===== src/rtl/acc_requant_q35.sv =====
// Requantizes a signed MAC accumulator to signed Q3.5 using scale, round and shift.
// Two-stage valid/ready pipeline with a sticky saturation counter.
module acc_requant_q35 #(
  parameter int ACC_W     = 24,
  parameter int SCALE_W   = 12,
  parameter int SAT_CNT_W = 16
) (
  input  logic                 clk,
  input  logic                 reset,
  input  logic [SCALE_W-1:0]   cfg_scale,
  input  logic [4:0]           cfg_shift,
  input  logic                 in_valid,
  output logic                 in_ready,
  input  logic [ACC_W-1:0]     in_acc,
  input  logic                 in_last,
  output logic                 out_valid,
  input  logic                 out_ready,
  output logic [7:0]           out_data,
  output logic                 out_last,
  input  logic                 sat_clr,
  output logic [SAT_CNT_W-1:0] sat_count
);
  localparam int PROD_W = ACC_W + SCALE_W + 1;
  // One extra bit so adding the rounding term can never overflow.
  localparam int RND_W  = PROD_W + 1;
  localparam logic signed [RND_W-1:0] SAT_MAX = RND_W'(127);
  localparam logic signed [RND_W-1:0] SAT_MIN = -RND_W'(128);

  // S1: product, shift and last captured together at acceptance
  logic                     s1_valid_q;
  logic signed [PROD_W-1:0] s1_prod_q, s1_prod_d;
  logic [4:0]               s1_shift_q;
  logic                     s1_last_q;

  // S2: output register
  logic                     out_valid_q;
  logic [7:0]               out_data_q, out_data_d;
  logic                     out_last_q;
  logic [SAT_CNT_W-1:0]     sat_cnt_q, sat_cnt_d;

  logic s2_accept, s1_accept, s2_load, sat_d;

  assign s2_accept = !out_valid_q || out_ready;
  assign s1_accept = !s1_valid_q || s2_accept;
  assign s2_load   = s1_valid_q && s2_accept;
  assign in_ready  = s1_accept;

  assign out_valid = out_valid_q;
  assign out_data  = out_data_q;
  assign out_last  = out_last_q;
  assign sat_count = sat_cnt_q;

  // Scale is zero-extended so the multiply stays signed without sign-flipping large scales.
  logic signed [PROD_W-1:0] acc_x, scl_x;
  assign acc_x     = {{(PROD_W-ACC_W){in_acc[ACC_W-1]}}, in_acc};
  assign scl_x     = {{(PROD_W-SCALE_W){1'b0}}, cfg_scale};
  assign s1_prod_d = acc_x * scl_x;

  logic signed [RND_W-1:0] prod_x, rnd_c, sum_c, r_c;

  always_comb begin
    prod_x = {s1_prod_q[PROD_W-1], s1_prod_q};
    rnd_c  = '0;
    if (s1_shift_q != 5'd0) rnd_c[s1_shift_q - 5'd1] = 1'b1;
    sum_c  = prod_x + rnd_c;
    r_c    = sum_c >>> s1_shift_q;
    sat_d  = 1'b0;
    out_data_d = r_c[7:0];
    if (r_c > SAT_MAX) begin
      out_data_d = 8'h7f;
      sat_d      = 1'b1;
    end else if (r_c < SAT_MIN) begin
      out_data_d = 8'h80;
      sat_d      = 1'b1;
    end
  end

  always_comb begin
    sat_cnt_d = sat_cnt_q;
    if (sat_clr)
      sat_cnt_d = '0;
    else if (s2_load && sat_d && sat_cnt_q != '1)
      sat_cnt_d = sat_cnt_q + 1'b1;
  end

  always_ff @(posedge clk or negedge reset) begin
    if (!reset) begin
      s1_valid_q  <= 1'b0;
      s1_prod_q   <= '0;
      s1_shift_q  <= '0;
      s1_last_q   <= 1'b0;
      out_valid_q <= 1'b0;
      out_data_q  <= '0;
      out_last_q  <= 1'b0;
      sat_cnt_q   <= '0;
    end else begin
      if (s1_accept) begin
        s1_valid_q <= in_valid;
        if (in_valid) begin
          s1_prod_q  <= s1_prod_d;
          s1_shift_q <= cfg_shift;
          s1_last_q  <= in_last;
        end
      end
      if (s2_accept) begin
        out_valid_q <= s1_valid_q;
        if (s1_valid_q) begin
          out_data_q <= out_data_d;
          out_last_q <= s1_last_q;
        end
      end
      sat_cnt_q <= sat_cnt_d;
    end
  end
endmodule


===== config.mk =====
export PLATFORM = sky130hd
export DESIGN_NAME = acc_requant_q35
export DESIGN_NICKNAME = d
export VERILOG_FILES = /design/src/rtl/acc_requant_q35.sv
export SDC_FILE = /design/constraint.sdc
export NUM_CORES = 1
export LEC_CHECK = 0
export CORE_MARGIN = 4
export CORE_UTILIZATION = 45
export CTS_CLUSTER_DIAMETER = 100
export DETAILED_ROUTE_END_ITERATION = 12
export GPL_TIMING_DRIVEN = 1
export PLACE_DENSITY_LB_ADDON = 0.05
export SETUP_SLACK_MARGIN = 0.2
export SLEW_MARGIN = 20
export SYNTH_ARGS = -nofsm -noshare
export SYNTH_HDL_FRONTEND = slang
export SYNTH_SLANG_ARGS = --single-unit

===== constraint.sdc =====
create_clock -name clk -period 14.69 [get_ports clk]
set_input_delay 2.938 -clock clk [delete_from_list [all_inputs] [get_ports clk]]
set_output_delay 2.938 -clock clk [all_outputs]
set_load 0.02 [all_outputs]

-- Word level (Yosys, flattened, before mapping)
Index checks and enable logic that the tools add are counted.
- logic and storage cells: 39
- bits of input ports: 47
- register bits: 70
- output and inout port bits: 27
- reductions and logical operators: 12
- multiplexer cells: 9
- add/sub/neg operators: 3
- equality and inequality tests: 1
- magnitude comparators: 4
- multipliers: 1
- shifts and indexed selects: 1
- operators with widths (cell ; count):
    adder 37 x 33 -> 38 bit ; 1
    > comparator 38 x 8 -> 1 bit (second input constant) ; 1
    < comparator 38 x 8 -> 1 bit (second input constant) ; 1
    >>> shifter 38 x 5 -> 38 bit ; 1
    multiplier 24 x 13 -> 37 bit ; 1
    2-to-1 mux 16 bit ; 2
    2-to-1 mux 32 bit ; 1
    adder 16 x 1 -> 16 bit (second input constant) ; 1
    2-to-1 mux 8 bit ; 2
    inequality test 16 bit (second input constant) ; 1
    < comparator 5 x 7 -> 1 bit (second input constant) ; 1
    demux 1 bit (select 5 bit) ; 1
    >= comparator 5 x 1 -> 1 bit (second input constant) ; 1
    nonzero test 5 bit ; 1
    subtractor 5 x 1 -> 5 bit (second input constant) ; 1
    logical AND 1 bit ; 4
    AND reduction 2 bit ; 2
    2-to-1 mux 1 bit ; 3
    logical NOT 1 bit ; 2
    logical OR 1 bit ; 2
    nonzero test 2 bit ; 1

-- Logic depth before layout (Yosys ltp)
- word-level depth: 15
- depth in mapped cells: 27
- depth with buffers taken out: 26

-- Worst setup path after synthesis
No wires, ideal clock.
- path type: in2reg
- start point: in cfg_scale[3]
- end point: reg s1_prod_q[35]
- arrival time: 8684 ps
- slack: 5873 ps
- stages: 27
- cells stage by stage: clkbuf_1 > nand2_1 > fa_1 > inv_1 > fa_1 > inv_1 > fa_1 > inv_1 > ha_1 > inv_1 > fa_1 > inv_1 > ha_1 > inv_1 > o21bai_1 > a21oi_1 > o211ai_1 > nand2_1 > o21ai_0 > o211ai_1 > a31oi_1 > a311o_1 > a41o_1 > or4_1 > a31oi_1 > xor2_1 > o21ai_0
- word-level cells in the longest chain between the ends: 1
- ends and longest elaborated chain (element ; line ; RTL):
    start: declaration ; 10 ; input logic [SCALE_W-1:0] cfg_scale,
    multiplier 24 x 13 -> 37 bit ; 57 ; assign s1_prod_d = acc_x * scl_x;
    end signal: assignment ; 100 ; s1_prod_q <= s1_prod_d;
    end: declaration ; 31 ; logic signed [PROD_W-1:0] s1_prod_q, s1_prod_d;
Every way passes these cells.
A chain may end at the register's enable or synchronous reset.

-- Worst setup path after layout
- start point: in cfg_scale[5]
- end point: reg s1_prod_q[35]
Same word-level chain as after synthesis.

==> metrics.yaml <==
synth:
  synthesis.area_mm2: 0.0190
  synth.distinct_cells: 98
  syn-num-nets: 2704
  syn_area_per_cell_um2: 8.32
  synth_edf_count: 0
  synth_area_leaders: "fa_1 27%, dfrtp_1 9.2%, ha_1 7.6%"
  netlist_instances: 2282
  ys_seq_area_frac: 0.0923
  ys_top_cells_by_count: "293 x inv_1, 283 x nand2_1, 259 x fa_1"
  synth_ff_type: "dfrtp_1"
  async_flop_share: 1.00
  yosys_warnings: 0
  yosys.area.top_type_share: 0.273
  synthMostInstantiatedCell: "inv_1"
  synth_seq_cells: 70
  synth.largest_area_cell: "fa_1"
die:
  die_height_um: 213
  dieArea_mm2: 0.0455
  die_w_um: 213
  io_pins: 74
  start_util: 0.460
  row_count: 74
  core_area_mm2: 0.0413
clock_network:
  htreeDepth: 3
  cts_buffers: 9
  postCtsHoldBufs: 0
  root_buffer: "clkbuf_16"
  cts_buffer_depth: 2
  clock-sinks: 70
  cts_tree: "yes"
  ctsResizeCount: 0
  post-cts-setup-buffer-count: 0
  clk_pin_slew_ns: 0.07
  clock_latency_ns: 0.37
min_path:
  hold_start: "out_data[5]"
  hp-class: "register to register"
power_and_ir_drop:
  p_leak_nw: 9.26
  power_density_mw_per_mm2: 206
  ir_drop_v: 0.000225
sta:
  hold_violations: 0
  fin_crit_sh: 0.670
  fin_crit_ns: 9.84
  rsz0062_at_grt: "false"
  timing.fmax_mhz: 102
  drv_slew: 0
  final.setup_skew_ns: 0.0137
  setup_tns_ns: 0
  worstMarginPinSlew_ns: 1.04
  setup_viol: 0
  relSlewSlack: 0.303
global_routing:
  first_global_vias: 16400
  antenna_found_initial: 0
  grt_pass1_wl_um: 90400
  overflow: 0
  grt_max_degree: 75
  grt_use_total: 0.248
routing:
  avgRoutedWirePerCell_um: 19.9
  vias: 16300
  vias_per_cell: 5.85
  firstDrtPassIters: 10
  drt-total-wl_um: 55500
  drt_iter0_drc: 1055
  route.detailed.drc: 1
  detail-route-antenna-nets: 0
finish:
  fin_area_mm2: 0.0202
  drive_gt1_frac: 0.0612
  regArea_mm2: 0.00175
  diodes: 0
  synthToLayoutAreaGrowth_pct: 6.69
  fin_util: 0.490
  finalNetCount: 2671
  multiInputGateArea_mm2: 0.0155
  stdcell_count: 2786
  n_fill_cell: 4127
placed_design:
  portBuffers: 73
  hpwl_um: 44500
  dp_cells: 2770
  place.gp.congestion: 0.964
  place_area_mm2: 0.0199
setup_path:
  startpoint_type: "input port"
  worstPathArrival_ns: 10.07
  startpoint: "cfg_scale[5]"
  r2r_start: "s1_shift_q[1]"
  path_max_fanout: 24
  cp_data_required_time_ns: 14.92
  crit_type: "input port to register"
  cp-end-kind: "register"
run_status:
  violations: "DRC"
  outcome: "complete, but fails checks"
job:
  maxCapViolations: 0
[cell families (layout without fill, tap and decap cells)]
| kind of cell | count (synthesis) | in the layout | share of synthesized area |
|---|---|---|---|
| buf+inv | 428 | 400 | 0.0895 |
| other cells | 1 | 1 | 0.000198 |
| mux | 79 | 79 | 0.0565 |
| fa+ha+maj | 375 | 375 | 0.350 |
| compound gates | 489 | 489 | 0.183 |
| simple gates | 787 | 787 | 0.204 |
| flops | 70 | 70 | 0.0923 |
| xor+xnor | 53 | 53 | 0.0245 |
[per-layer routing]
layer | up-vias | part of all wire | track usage
li1 | 7652 | - | -
met1 | 8088 | 0.45 | 0.349
met2 | 475 | 0.47 | 0.409
met3 | 91 | 0.044 | 0.0212
met4 | 0 | 0.031 | 0.0779
met5 | - | 0 | 0
[per-stage QoR]
step	power (W)	hold WS, ns	setup WS (ns)
global placement	0.00387	0.470	4.53
finish	0.00418	0.479	4.85
detailed placement	0.00390	0.470	4.43
global route	0.00467	0.507	4.33
floorplan	0.00309	0.455	5.87
CTS	0.00419	0.484	4.82
[state kept, by name, indices dropped and copies added, names as in the netlist]
| signal | cells |
|---|---|
| sat_count | 16 |
| s1_shift_q | 5 |
| out_valid | 1 |
| out_last | 1 |
| s1_prod_q | 37 |
| s1_valid_q | 1 |
| s1_last_q | 1 |
| out_data | 8 |
[path summary, 6_finish.rpt]
check	end	cells past startpoint	slack (ns)
setup / recovery	s1_prod_q[35]	23	4.85
max in group asynchronous	s1_prod_q[29]	1	11.35
setup reg to reg	sat_count[6]	22	5.94
min in group asynchronous	s1_shift_q[0]	1	2.64
hold / removal	out_data[5]	2	0.48
hold reg to reg	out_data[5]	2	0.48
[cell type report]
type,instances,area share
Multi-Input combinational cell,1784,0.767
Sequential cell,70,0.0865
Inverter,294,0.0545
Timing Repair Buffer,90,0.0423
Tap cell,532,0.0329
Clock buffer,11,0.0115
Clock inverter,5,0.00531
[where the power goes]
group          internal, W  switching [W]  leakage, nW
logic              0.00151        0.00209         8.23
clock network     0.000166      0.0000907        0.164
registers         0.000269      0.0000541        0.872
[placed cells by master, fill, tap and decap left out, types with 22 or more instances in the layout]
master	synthesis	final
xnor2_1	28	28
nor3_1	41	41
a31oi_1	22	22
mux2_2	24	24
and2_1	159	159
nor2_1	118	118
fa_1	259	259
ha_1	116	116
clkdlybuf4s50_1	0	72
a21o_1	29	29
mux2i_1	27	27
dfrtp_1	70	70
xor2_1	25	25
o21ai_0	99	98
nand3_1	53	53
inv_1	293	293
nand2_1	283	282
a21oi_1	85	85
[critical path, cell delays in order]
cell and delay [ns]:
clkdlybuf4s50_1 1.14, nand2_1 0.17, fa_1 0.55, inv_1 0.05, fa_1 0.49, inv_1 0.05, fa_1 0.47, inv_1 0.05
fa_1 0.50, fa_1 0.49, ha_1 0.37, nor4_1 0.31, a21oi_1 0.13, nand2_1 0.07, o21ai_0 0.19, o211ai_1 0.29
a31oi_1 0.23, a311o_1 0.45, a41o_1 0.27, or4_1 0.40, a31oi_1 0.21, xor2_1 0.16, o21ai_0 0.08
Note: power is estimated with default switching activity, not from simulation.
